--- src/rtl/sdram_port_arbiter.sv ---
// Four-port SDRAM burst arbiter: refresh first, then urgent ports, then
// normal requests, both request classes served round-robin. One command
// is outstanding at a time; each port walks its own frame address window.
module sdram_port_arbiter #(
  parameter int unsigned ADDR_W   = 23,
  parameter int unsigned LENGTH   = 80,
  parameter int unsigned WR1_BASE = 0,
  parameter int unsigned WR1_MAX  = 307200,
  parameter int unsigned WR2_BASE = 23'h100000,
  parameter int unsigned WR2_MAX  = 23'h100000 + 307200,
  parameter int unsigned RD1_BASE = 0,
  parameter int unsigned RD1_MAX  = 307200,
  parameter int unsigned RD2_BASE = 23'h100000,
  parameter int unsigned RD2_MAX  = 23'h100000 + 307200
) (
  input  logic              iCLK,
  input  logic              iRST_N,
  input  logic              iLOAD,
  input  logic [3:0]        iREQ,
  input  logic [3:0]        iURGENT,
  input  logic              iREF_REQ,
  input  logic              iCMD_READY,
  input  logic              iDONE,
  output logic              oCMD_VALID,
  output logic              oCMD_REF,
  output logic              oCMD_WRITE,
  output logic [1:0]        oCMD_ID,
  output logic [ADDR_W-1:0] oCMD_ADDR,
  output logic              oBUSY,
  output logic [3:0]        oWRAP
);

  localparam int unsigned AW1 = ADDR_W + 1;

  typedef logic [ADDR_W-1:0] addr_t;
  typedef logic [AW1-1:0]    wide_t;
  typedef enum logic [1:0] {S_IDLE, S_ISSUE, S_BUSY} state_t;

  function automatic addr_t base_of(input logic [1:0] p);
    case (p)
      2'd0:    base_of = addr_t'(WR1_BASE);
      2'd1:    base_of = addr_t'(WR2_BASE);
      2'd2:    base_of = addr_t'(RD1_BASE);
      default: base_of = addr_t'(RD2_BASE);
    endcase
  endfunction

  function automatic wide_t max_of(input logic [1:0] p);
    case (p)
      2'd0:    max_of = wide_t'(WR1_MAX);
      2'd1:    max_of = wide_t'(WR2_MAX);
      2'd2:    max_of = wide_t'(RD1_MAX);
      default: max_of = wide_t'(RD2_MAX);
    endcase
  endfunction

  state_t      state_q, state_d;
  logic [1:0]  rr_q, rr_d;
  addr_t       addr_q [4];
  addr_t       addr_d [4];
  logic        run_q;
  logic        valid_q, valid_d;
  logic        ref_q, ref_d;
  logic        write_q, write_d;
  logic [1:0]  id_q, id_d;
  addr_t       caddr_q, caddr_d;
  logic        busy_q, busy_d;
  logic [3:0]  wrap_q, wrap_d;

  logic [3:0]  pool;
  logic [1:0]  win;
  logic [1:0]  idx;
  logic        found;
  wide_t       sum;

  // Round-robin pick among urgent requesters, else among all requesters
  always_comb begin
    pool  = ((iREQ & iURGENT) != 4'b0000) ? (iREQ & iURGENT) : iREQ;
    win   = rr_q;
    idx   = rr_q;
    found = 1'b0;
    for (int k = 0; k < 4; k++) begin
      idx = rr_q + 2'(k);
      if (!found && pool[idx]) begin
        win   = idx;
        found = 1'b1;
      end
    end
  end

  // Next-state, command capture and address advance
  always_comb begin
    state_d = state_q;
    rr_d    = rr_q;
    addr_d  = addr_q;
    valid_d = valid_q;
    ref_d   = ref_q;
    write_d = write_q;
    id_d    = id_q;
    caddr_d = caddr_q;
    busy_d  = busy_q;
    wrap_d  = 4'b0000;
    sum     = '0;

    case (state_q)
      S_IDLE: begin
        if (run_q && (iREF_REQ || (iREQ != 4'b0000))) begin
          state_d = S_ISSUE;
          valid_d = 1'b1;
          busy_d  = 1'b1;
          if (iREF_REQ) begin
            ref_d   = 1'b1;
            write_d = 1'b0;
            id_d    = 2'd0;
            caddr_d = '0;
          end else begin
            ref_d   = 1'b0;
            write_d = ~win[1];
            id_d    = win;
            caddr_d = addr_q[win];
          end
        end
      end
      S_ISSUE: begin
        if (iCMD_READY) begin
          state_d = S_BUSY;
          valid_d = 1'b0;
        end
      end
      S_BUSY: begin
        if (iDONE) begin
          state_d = S_IDLE;
          busy_d  = 1'b0;
          if (!ref_q && !iLOAD) begin
            rr_d = id_q + 2'd1;
            sum  = {1'b0, addr_q[id_q]} + wide_t'(LENGTH);
            if (sum >= max_of(id_q)) begin
              addr_d[id_q] = base_of(id_q);
              wrap_d[id_q] = 1'b1;
            end else begin
              addr_d[id_q] = sum[ADDR_W-1:0];
            end
          end
        end
      end
      default: state_d = S_IDLE;
    endcase

    // Reload overrides any advance in the same cycle; FSM is left alone
    if (iLOAD) begin
      for (int p = 0; p < 4; p++) addr_d[p] = base_of(2'(p));
      rr_d = 2'd0;
    end
  end

  // State register
  always_ff @(posedge iCLK or negedge iRST_N) begin
    if (!iRST_N) state_q <= S_IDLE;
    else         state_q <= state_d;
  end

  // Datapath and registered outputs; run_q holds off issue one cycle after reset
  always_ff @(posedge iCLK or negedge iRST_N) begin
    if (!iRST_N) begin
      rr_q    <= 2'd0;
      for (int p = 0; p < 4; p++) addr_q[p] <= base_of(2'(p));
      run_q   <= 1'b0;
      valid_q <= 1'b0;
      ref_q   <= 1'b0;
      write_q <= 1'b0;
      id_q    <= 2'd0;
      caddr_q <= '0;
      busy_q  <= 1'b0;
      wrap_q  <= 4'b0000;
    end else begin
      rr_q    <= rr_d;
      addr_q  <= addr_d;
      run_q   <= 1'b1;
      valid_q <= valid_d;
      ref_q   <= ref_d;
      write_q <= write_d;
      id_q    <= id_d;
      caddr_q <= caddr_d;
      busy_q  <= busy_d;
      wrap_q  <= wrap_d;
    end
  end

  assign oCMD_VALID = valid_q;
  assign oCMD_REF   = ref_q;
  assign oCMD_WRITE = write_q;
  assign oCMD_ID    = id_q;
  assign oCMD_ADDR  = caddr_q;
  assign oBUSY      = busy_q;
  assign oWRAP      = wrap_q;

endmodule

--- config.mk ---
export PLATFORM = sky130hd
export DESIGN_NAME = sdram_port_arbiter
export DESIGN_NICKNAME = d
export VERILOG_FILES = /design/src/rtl/sdram_port_arbiter.sv
export SDC_FILE = /design/constraint.sdc
export NUM_CORES = 1
export LEC_CHECK = 0
export BUFFER_PORTS_ARGS = -buffer_cell sky130_fd_sc_hd__buf_4
export CORE_MARGIN = 1
export CORE_UTILIZATION = 25
export CTS_BUF_LIST = sky130_fd_sc_hd__clkbuf_8 sky130_fd_sc_hd__clkbuf_16
export CTS_CLUSTER_DIAMETER = 150
export DETAILED_ROUTE_END_ITERATION = 12
export PLACE_DENSITY = 0.4
export SLEW_MARGIN = 30
export SYNTH_ARGS = -nofsm -noshare
export SYNTH_HDL_FRONTEND = slang
export SYNTH_SLANG_ARGS = --single-unit
--- constraint.sdc ---
create_clock -name iCLK -period 3.65 [get_ports iCLK]
set_clock_uncertainty 0.1 [all_clocks]
set_input_delay 0.5475 -clock iCLK [delete_from_list [all_inputs] [get_ports iCLK]]
set_output_delay 0.5475 -clock iCLK [all_outputs]
set_load 0.005 [all_outputs]
==> reports/results.ini, run 1 <==
[layout]
final_cell_area_sq_mm=0.008605
final_layout_size_suffix_gt1_share_pct=25.14
fin_util_pct=31.06
areaGrowthSynthToFinish_pct=22.24
antenna_cells=0
nNetsFinal=736

[floorplanning]
die-area_sq_mm=0.02883
core_region_area_sq_mm=0.02771
ioPinCount=47
rows=61
start_util_pct=25.41
die_w_um=169.8
die_y_um=169.8

[worst_setup_path]
required_ps=3860
rr_worst_depth=12
worst_setup_path_start_kind=register
regToRegSetupSlack_ps=220
critical_path_class=register to register
regToRegStartpoint=oCMD_ID[0]
timing.rr.end=addr_q[3]
endpoint_kind=register
cp_data_arrival_time_ps=3640
worstPathMaxFanout=38

[clock_tree]
clkLatencyLatePin_ps=410
clock_path_buffers=2
clk_pin_slew_ps=60
cts_hold_buf=0
root_buffer=clkbuf_16
cts_tree=yes
cts.sinks=130
numCtsBuffers=17
htreeDepth=4

[yosys]
netlist_instances=662
synth.area.top_cells=dfrtp_1 (46%), mux4_2 (15%), nand2_1 (9.0%)
syn_area_sq_mm=0.007039
yosys_warnings=0
synth_edf_count=0
synthDistinctLibCells=52
ys_seq_area_share_pct=46.25
synth_top_area_share_pct=45.50
synth-seq-cells=130
yosys.area.top_type=dfrtp_1
synthFlopType=dfrtp_1
syn-num-nets=682
syn_avg_cell_area_sq_um=10.63
async_flop_share_pct=100.0

[hold_path]
hp-class=input port to async pin

[sta]
hold_slack_ps=13.80
fmax_mhz=291.3
hold_viol=0
period_minus_slack_ps=3433
setup_viol=0
fin_crit_sh_pct=94.07
fin_ws_ps=216.6
slew_headroom_pct=44.60
grt_setup_unrepaired=no
slew_viol_final=0
tightest_slew_ps=830.9

[pwr]
power_density_mw_per_mm2=476.6
p_leak_uw=0.003532
vdd_drop_max_uv=267.8
p_total_uw=4101

[routing]
first_iter_violations=393
wirelength_mm=22.79
via_per_inst=5.092
num_vias=5632
drtAntennaViolNets=0
drc_errors=0
wl_per_cell_um=20.61
dr.pass1.iters=5

[placement]
numPortBuffers=46
gp_congestion=0.8436
pre_cts_ws_ps=-91.97
dp_hpwl_mm=14.27
placed_area_sq_mm=0.007984

[grt]
grt_pass1_wl_mm=35.40
grt_start_max_net_pins=77
grt_overflow=0
grt_usage_pct=16.41
antenna_found_initial=0
grt_pass1_vias=5762

[job]
maxCapViolCount=0

[status]
status=finished, final reports clean

-- critical path: stages (launching register included) --
cell and delay, ps:
dfrtp_2 460, buf_8 200, mux4_2 600, and4_1 260, nand4_1 150, nor2_1 70, xnor2_1 220, ha_1 330
o2111ai_1 110, o211ai_1 120, buf_4 180, clkbuf_16 220, o31ai_1 280
-- metal layers --
layer	global-route usage, %	wire [um]	share of wire [%]	vias up
met5	0	0	0	-
met4	3.995	316	1.4	0
met3	3.871	1150	5.0	19
met2	25.57	10830	47	171
met1	22.85	10500	46	2906
li1	-	-	-	2536
-- cell usage after synthesis, types with 4 or more instances --
master,count
or4_1,6
clkbuf_1,29
xor2_1,7
a22o_1,24
nand2_1,168
o21ai_0,9
nor2_1,13
o21a_1,7
dfrtp_1,128
o21ai_1,9
inv_1,10
mux4_2,46
nor3_1,4
nand2b_1,4
o31ai_1,74
buf_2,19
nand3b_1,4
ha_1,6
o211ai_1,4
xnor2_1,8
nand3_1,8
a21oi_1,10
or3_1,10
and2_1,17
-- worst max path at each step --
| stage | endpoint | startpoint | slack, ps |
|---|---|---|---|
| global route | addr_q[28] | oCMD_ID[0] | 20 |
| finish | addr_q[3] | oCMD_ID[0] | 220 |
| detailed placement | addr_q[47] | oCMD_ID[0] | -90 |
| floorplan | addr_q[0] | oCMD_ID[0] | 150 |
| CTS | addr_q[3] | oCMD_ID[0] | 60 |
| global placement | addr_q[51] | oCMD_ID[0] | 40 |
-- area by class of cell --
cell class | instances | area, sq um
Fill cell | 2806 | 19100
Clock inverter | 12 | 68.82
Tap cell | 378 | 473.0
Inverter | 10 | 37.54
Timing Repair Buffer | 88 | 752.0
Clock buffer | 19 | 452.9
Multi-Input combinational cell | 469 | 3563
Sequential cell | 130 | 3257
-- through the flow --
stage	setup TNS, ps	instances
finish	0	1106
global route	0	1106
CTS	0	1102
detailed placement	-4956	1071
global placement	0	1071
floorplan	0	662
-- flip-flops by register name, indices dropped and copies added (netlist names) --
| register | count |
|---|---|
| oCMD_ID | 2 |
| run_q | 1 |
| rr_q | 2 |
| state_q | 2 |
| oWRAP | 4 |
| addr_q | 92 |
| oCMD_WRITE | 1 |
| oCMD_REF | 1 |
| oBUSY | 1 |
| oCMD_VALID | 1 |
| oCMD_ADDR | 23 |
-- cells in the final DEF (no fill, tap or decap), drive strengths merged, types with 13 or more instances in the layout --
cell / Yosys / final
mux4: 46 / 46
buf: 24 / 87
nand2: 168 / 168
and2: 17 / 17
o31ai: 74 / 74
o21ai: 18 / 18
a22o: 24 / 24
clkbuf: 29 / 20
nor2: 13 / 13
dfrtp: 128 / 128
-- repair_timing --
item,CTS,global route
resized for setup,1,14
gates cloned,0,1
endpoints found under the setup margin,85,87
pin swaps,0,2
endpoints found under the hold margin,0,0
setup buffers,0,3
-- kinds of logic after synthesis --
group / Yosys count / share of synthesized area, %
other: 1 / 0.05327
AND/OR/NAND/NOR: 249 / 15.89
multiplexers: 50 / 15.30
adder cells (fa/ha/maj): 6 / 1.066
buffers and inverters: 63 / 4.195
flip-flops: 130 / 46.25
AO/OA/AOI/OAI: 148 / 15.38
XOR/XNOR: 15 / 1.866
-- report_power, final --
part / internal (uW) / switching, uW / total (uW)
clock: 887 / 642 / 1530
sequential: 1490 / 57.9 / 1550
combinational: 359 / 662 / 1020
(Power assumes the default switching activity.)
==> run 2: changes to the inputs <==
--- a/config.mk
+++ b/config.mk
@@ -11,7 +11,6 @@
 export CTS_BUF_LIST = sky130_fd_sc_hd__clkbuf_8 sky130_fd_sc_hd__clkbuf_16
 export CTS_CLUSTER_DIAMETER = 150
 export DETAILED_ROUTE_END_ITERATION = 12
-export PLACE_DENSITY = 0.4
 export SLEW_MARGIN = 30
 export SYNTH_ARGS = -nofsm -noshare
 export SYNTH_HDL_FRONTEND = slang
==> run 2 against run 1 <==
Die area stayed put. First-iteration DRC count is 28% higher. Sequential cell count did not move. Count of clock-buffer cells in the layout unchanged. Maximum frequency fell by 0.18%. Largest power group is now the clock network.
==> reports/results.ini, run 2 (synthesis gave the netlist of run 1 again) <==
[status]
status=finished, final reports clean  ; unchanged

[routing]
wirelength_mm=20.30  ; was 22.79 mm
drtAntennaViolNets=0  ; unchanged
wl_per_cell_um=18.38  ; was 20.61 um
drc_errors=0  ; unchanged
dr.pass1.iters=5  ; unchanged
via_per_inst=5.034  ; was 5.092
first_iter_violations=502  ; was 393
num_vias=5558  ; was 5632

[placement]
dp_hpwl_mm=12.70  ; was 14.27 mm
gp_congestion=0.8167  ; was 0.8436
numPortBuffers=46  ; unchanged

[pwr]
p_leak_uw=0.003547  ; was 0.003532 uW
power_density_mw_per_mm2=503.8  ; was 476.6 mW/mm^2
vdd_drop_max_uv=302.8  ; was 267.8 uV
p_total_uw=4333  ; was 4101 uW

[clock_tree]
root_buffer=clkbuf_16  ; unchanged
cts_tree=yes  ; unchanged
numCtsBuffers=17  ; unchanged
clk_pin_slew_ps=60  ; about the same
cts.sinks=130  ; unchanged
clkLatencyLatePin_ps=430  ; was 410 ps
clock_path_buffers=2  ; unchanged
cts_hold_buf=0  ; unchanged
htreeDepth=4  ; unchanged

[worst_setup_path]
regToRegStartpoint=oCMD_ID[0]  ; unchanged
critical_path_class=register to register  ; unchanged
endpoint_kind=register  ; unchanged
worst_setup_path_start_kind=register  ; unchanged
cp_data_arrival_time_ps=3670  ; was 3640 ps
required_ps=3880  ; was 3860 ps
startpoint=oCMD_ID[0]  ; unchanged
critical-path-max-stage-delay_ps=610  ; was 600 ps
cp_slowest_cell=mux4_2  ; unchanged
worstPathCellList=buf_4 > mux4_2 > and4_1 > nand4_1 > nor2_1 > xnor2_1 > ha_1 > o211ai_1 > o211ai_1 > buf_4 > clkbuf_16 > o31ai_1  ; was buf_8 > mux4_2 > and4_1 > nand4_1 > nor2_1 > xnor2_1 > ha_1 > o2111ai_1 > o211ai_1 > buf_4 > clkbuf_16 > o31ai_1
rr_worst_depth=12  ; unchanged
worstPathMaxFanout=32  ; was 38

[sta]
fmax_mhz=290.7  ; was 291.3 MHz
period_minus_slack_ps=3440  ; was 3433 ps
fin_tns_setup_ps=0  ; unchanged
slew_headroom_pct=51.84  ; was 44.60%
grt_setup_unrepaired=no  ; unchanged
tightest_slew_ps=722.3  ; was 830.9 ps
slew_viol_final=0  ; unchanged
fin_crit_sh_pct=94.24  ; was 94.07%
hold_viol=0  ; unchanged
setup_viol=0  ; unchanged

[layout]
layout_common_cells=nand2_1 (168), dfrtp_1 (127), buf_4 (80), o31ai_1 (74), mux4_2 (46)  ; was nand2_1 (168), dfrtp_1 (127), buf_4 (80), o31ai_1 (70), mux4_2 (46)
largest_reg_flops=92  ; unchanged
nNetsFinal=733  ; was 736
final_layout_size_suffix_gt1_share_pct=23.69  ; was 25.14%
regArea_sq_mm=0.003257  ; unchanged
antenna_cells=0  ; unchanged
multi_input_area_sq_mm=0.003522  ; was 0.003563 sq mm
nFillCells=2829  ; was 2806
areaGrowthSynthToFinish_pct=22.16  ; was 22.24%
largest_register=addr_q  ; unchanged
mostFrequentLayoutCell=nand2_1  ; unchanged

[floorplanning]
core_region_area_sq_mm=0.02771  ; unchanged
die_y_um=169.8  ; unchanged
ioPinCount=47  ; unchanged
die-area_sq_mm=0.02883  ; unchanged
rows=61  ; unchanged
die_w_um=169.8  ; unchanged
start_util_pct=25.41  ; unchanged

[grt]
grt_overflow=0  ; unchanged
grt_start_max_net_pins=67  ; was 77
grt_pass1_vias=5482  ; was 5762
grt_usage_pct=14.72  ; was 16.41%
grt_pass1_wl_mm=32.17  ; was 35.40 mm
antenna_found_initial=0  ; unchanged

[job]
maxCapViolCount=0  ; unchanged

[hold_path]
hp-class=input port to async pin  ; unchanged

==> run 2: cell count changes in the layout (fill, tap and decap cells not counted), moves of 3 or more <==
cell | previous run | this run
buf_12 | 5 | 2
bufinv_16 | 0 | 4
clkinv_2 | 7 | 2
inv_1 | 11 | 14
o31ai_1 | 70 | 74
o31ai_2 | 4 | 0
==> run 2: path summary, 6_finish.rpt <==
path / end / slack (ps)
worst max register to register: addr_q[10] / 210
worst max-delay path: addr_q[10] / 210
worst min-delay path: addr_q[84] / 20
max in group asynchronous: addr_q[66] / 2620
worst min register to register: oCMD_VALID / 370
min in group iCLK: state_q[1] / 230
==> run 2: final cells by class <==
type                       count  share of cell area [%]
clock buffer                  19                   5.267
clock inverter                13                   1.964
inverter                      10                  0.4365
multi-input combinational    469                   40.96
sequential                   130                   37.87
tap                          378                   5.500
timing repair buffer          85                   8.002
==> run 2: critical path: cells and delay by family, from the launching register on <==
family / cells / cell delay [ps]
and+or+nand+nor: 3 / 490
buffers and inverters: 3 / 650
muxes: 1 / 610
xor gates and xnor gates: 1 / 200
adders and majority gates: 1 / 340
AOI/OAI and AO/OA: 3 / 530
DFF: 1 / 420
==> run 2: where the power goes <==
| group | switching, uW | internal, uW | total [uW] |
|---|---|---|---|
| logic | 625 | 350 | 974 |
| clock network | 647 | 1170 | 1810 |
| registers | 52.9 | 1490 | 1550 |
==> run 2: repair_timing <==
item | 4_1_cts | 5_1_grt
endpoints found under the hold margin | 0 | 0
gates resized for setup | 0 | 3
setup buffers | 0 | 1
setup endpoints to repair | 0 | 85
==> run 2: metrics by stage <==
step                setup WS [ps]  hold slack [ps]  instance area [sq um]  std cells  utilization (%)
floorplan                   152.6            151.9                   7039        662                -
global route                29.65            66.83                   8600       1104            31.04
finish                      210.3            20.46                   8600       1104            31.04
detailed placement          216.9            364.5                   7949       1070            28.69
global placement            268.3            363.3                   7949       1070            28.69
CTS                         190.9            41.06                   8571       1102            30.94
==> run 2: layer usage <==
layer  share of wire [%]  up-vias  GRT usage (%)
li1                    -     2537              -
met1                  45     2796          20.15
met2                  46      203          22.65
met3                 6.9       22          3.382
met4                 1.5        0          5.249
met5                   0        -              0
==> run 3: changes to the inputs <==
--- a/config.mk
+++ b/config.mk
@@ -11,6 +11,7 @@
 export CTS_BUF_LIST = sky130_fd_sc_hd__clkbuf_8 sky130_fd_sc_hd__clkbuf_16
 export CTS_CLUSTER_DIAMETER = 150
 export DETAILED_ROUTE_END_ITERATION = 12
+export MAX_ROUTING_LAYER = met4
 export SLEW_MARGIN = 30
 export SYNTH_ARGS = -nofsm -noshare
 export SYNTH_HDL_FRONTEND = slang
==> run 3 against run 2 <==
Utilization stayed put. Worst hold slack about the same. Via count increased by 0.36%. Critical path depth unchanged. Maximum frequency decreased by 0.34%. Clock power hardly changed. Count of clock-buffer cells in the layout stayed put. Combinational power is essentially flat. Sequential share of layout area is the same. First-iteration DRC count is 4.6% higher. Highest routed layer unchanged.
==> reports/results.ini, run 3 (synthesis gave the netlist of run 1 again) <==
[status]
status=finished, final reports clean  ; unchanged

[sta]
fmax_mhz=289.7  ; was 290.7 MHz
fin_crit_sh_pct=94.56  ; was 94.24%
tightest_slew_ps=722.3  ; about the same
slew_viol_final=0  ; unchanged
fin_ws_ps=198.7  ; was 210.3 ps
setup_viol=0  ; unchanged
fin_tns_setup_ps=0  ; unchanged
period_minus_slack_ps=3451  ; was 3440 ps
slew_headroom_pct=51.40  ; was 51.84%
hold_viol=0  ; unchanged
grt_setup_unrepaired=no  ; unchanged

[floorplanning]
die_y_um=169.8  ; unchanged
core_region_area_sq_mm=0.02771  ; unchanged
ioPinCount=47  ; unchanged
start_util_pct=25.41  ; unchanged
die-area_sq_mm=0.02883  ; unchanged
rows=61  ; unchanged
die_w_um=169.8  ; unchanged

[worst_setup_path]
rr_worst_depth=12  ; unchanged
required_ps=3870  ; was 3880 ps
regToRegSetupSlack_ps=200  ; was 210 ps
endpoint_kind=register  ; unchanged
worstPathMaxFanout=20  ; was 32
cp_data_arrival_time_ps=3670  ; about the same
worst_setup_path_start_kind=register  ; unchanged
critical_path_class=register to register  ; unchanged

[routing]
wl_per_cell_um=18.45  ; was 18.38 um
dr.pass1.iters=5  ; unchanged
met3_length_mm=1.423  ; was 1.391 mm
wirelength_mm=20.37  ; was 20.30 mm
drtAntennaViolNets=0  ; unchanged
routed.top_layer=met4  ; unchanged
wl_met1_mm=9.270  ; was 9.222 mm
num_vias=5578  ; was 5558
via_per_inst=5.053  ; was 5.034
first_iter_violations=525  ; was 502
dr_wl_met2_mm=9.382  ; was 9.375 mm
drc_errors=0  ; unchanged

[clock_tree]
cts_hold_buf=0  ; unchanged
cts.sinks=130  ; unchanged
htreeDepth=4  ; unchanged
clk_pin_slew_ps=60  ; about the same
clkLatencyLatePin_ps=430  ; about the same
numCtsBuffers=17  ; unchanged
root_buffer=clkbuf_16  ; unchanged
clock_path_buffers=2  ; unchanged
cts_tree=yes  ; unchanged

[layout]
regArea_sq_mm=0.003257  ; unchanged
antenna_cells=0  ; unchanged
largest_register=addr_q  ; unchanged
multi_input_area_sq_mm=0.003522  ; unchanged
largest_reg_flops=92  ; unchanged
layout_common_cells=nand2_1 (168), dfrtp_1 (127), buf_4 (80), o31ai_1 (74), mux4_2 (46)  ; unchanged
nFillCells=2830  ; was 2829
mostFrequentLayoutCell=nand2_1  ; unchanged
fin_util_pct=31.04  ; unchanged
nNetsFinal=733  ; unchanged
areaGrowthSynthToFinish_pct=22.16  ; unchanged
final_layout_size_suffix_gt1_share_pct=23.69  ; unchanged

[pwr]
p_leak_uw=0.003547  ; unchanged
p_total_uw=4331  ; was 4333 uW
vdd_drop_max_uv=304.7  ; was 302.8 uV
power_density_mw_per_mm2=503.7  ; was 503.8 mW/mm^2

[placement]
dp_hpwl_mm=12.70  ; unchanged
pre_cts_ws_ps=216.9  ; unchanged
numPortBuffers=46  ; unchanged
gp_congestion=0.8288  ; was 0.8167

[job]
maxCapViolCount=0  ; unchanged

[grt]
antenna_found_initial=0  ; unchanged
grt_start_max_net_pins=67  ; unchanged
grt_pass1_wl_mm=32.17  ; about the same
grt_pass1_vias=5493  ; was 5482
grt_usage_pct=15.18  ; was 14.72%
grt_overflow=0  ; unchanged

[hold_path]
hp-class=input port to async pin  ; unchanged

[run 3: cell counts in the layout (fill, tap and decap cells not counted)]
Identical to the previous run, type by type.
[run 3: worst max-delay path, cell delays in order, from the launching register on]
cell,delay [ps]
dfrtp_2,420
buf_4,260
mux4_2,610
and4_1,270
nand4_1,150
nor2_1,70
xnor2_1,200
ha_1,340
o211ai_1,140
o211ai_1,110
buf_4,180
buf_4,210
o31ai_1,280
[run 3: cell type report]
| type | instances | area share, % |
|---|---|---|
| Clock buffer | 19 | 5.267 |
| Clock inverter | 13 | 1.964 |
| Inverter | 10 | 0.4365 |
| Multi-Input combinational cell | 469 | 40.96 |
| Sequential cell | 130 | 37.87 |
| Tap cell | 378 | 5.500 |
| Timing Repair Buffer | 85 | 8.002 |
[run 3: repair_timing]
| action | in CTS | in global routing |
|---|---|---|
| endpoints found under the setup margin | 0 | 85 |
| resized for setup | 0 | 3 |
| setup buffers | 0 | 1 |
[run 3: layer usage]
| metal | global-route usage [%] | vias up |
|---|---|---|
| li1 | - | 2539 |
| met1 | 20.27 | 2815 |
| met2 | 22.61 | 203 |
| met3 | 3.335 | 21 |
| met4 | 5.249 | 0 |
| met5 | - | - |
[run 3: stage by stage]
stage	area [sq um]	std cells	hold slack, ps
2_1_floorplan	7039	662	151.9
3_3_place_gp	7949	1070	363.3
5_1_grt	8600	1104	67.93
3_5_place_dp	7949	1070	364.5
6_report	8600	1104	20.72
4_1_cts	8571	1102	41.06
[run 3: path summary, 6_finish.rpt]
path | from | to
setup / recovery | oCMD_ID[0] | addr_q[41]
hold / removal | iRST_N | addr_q[84]
setup reg to reg | oCMD_ID[0] | addr_q[41]
hold reg to reg | oCMD_VALID | oCMD_VALID
max in group asynchronous | iRST_N | addr_q[66]
min in group iCLK | iDONE | state_q[1]
[run 3: where the power goes]
part           internal, uW  switching (uW)  total [uW]
clock network          1170             646        1810
registers              1490            52.4        1540
logic                   350             625         975
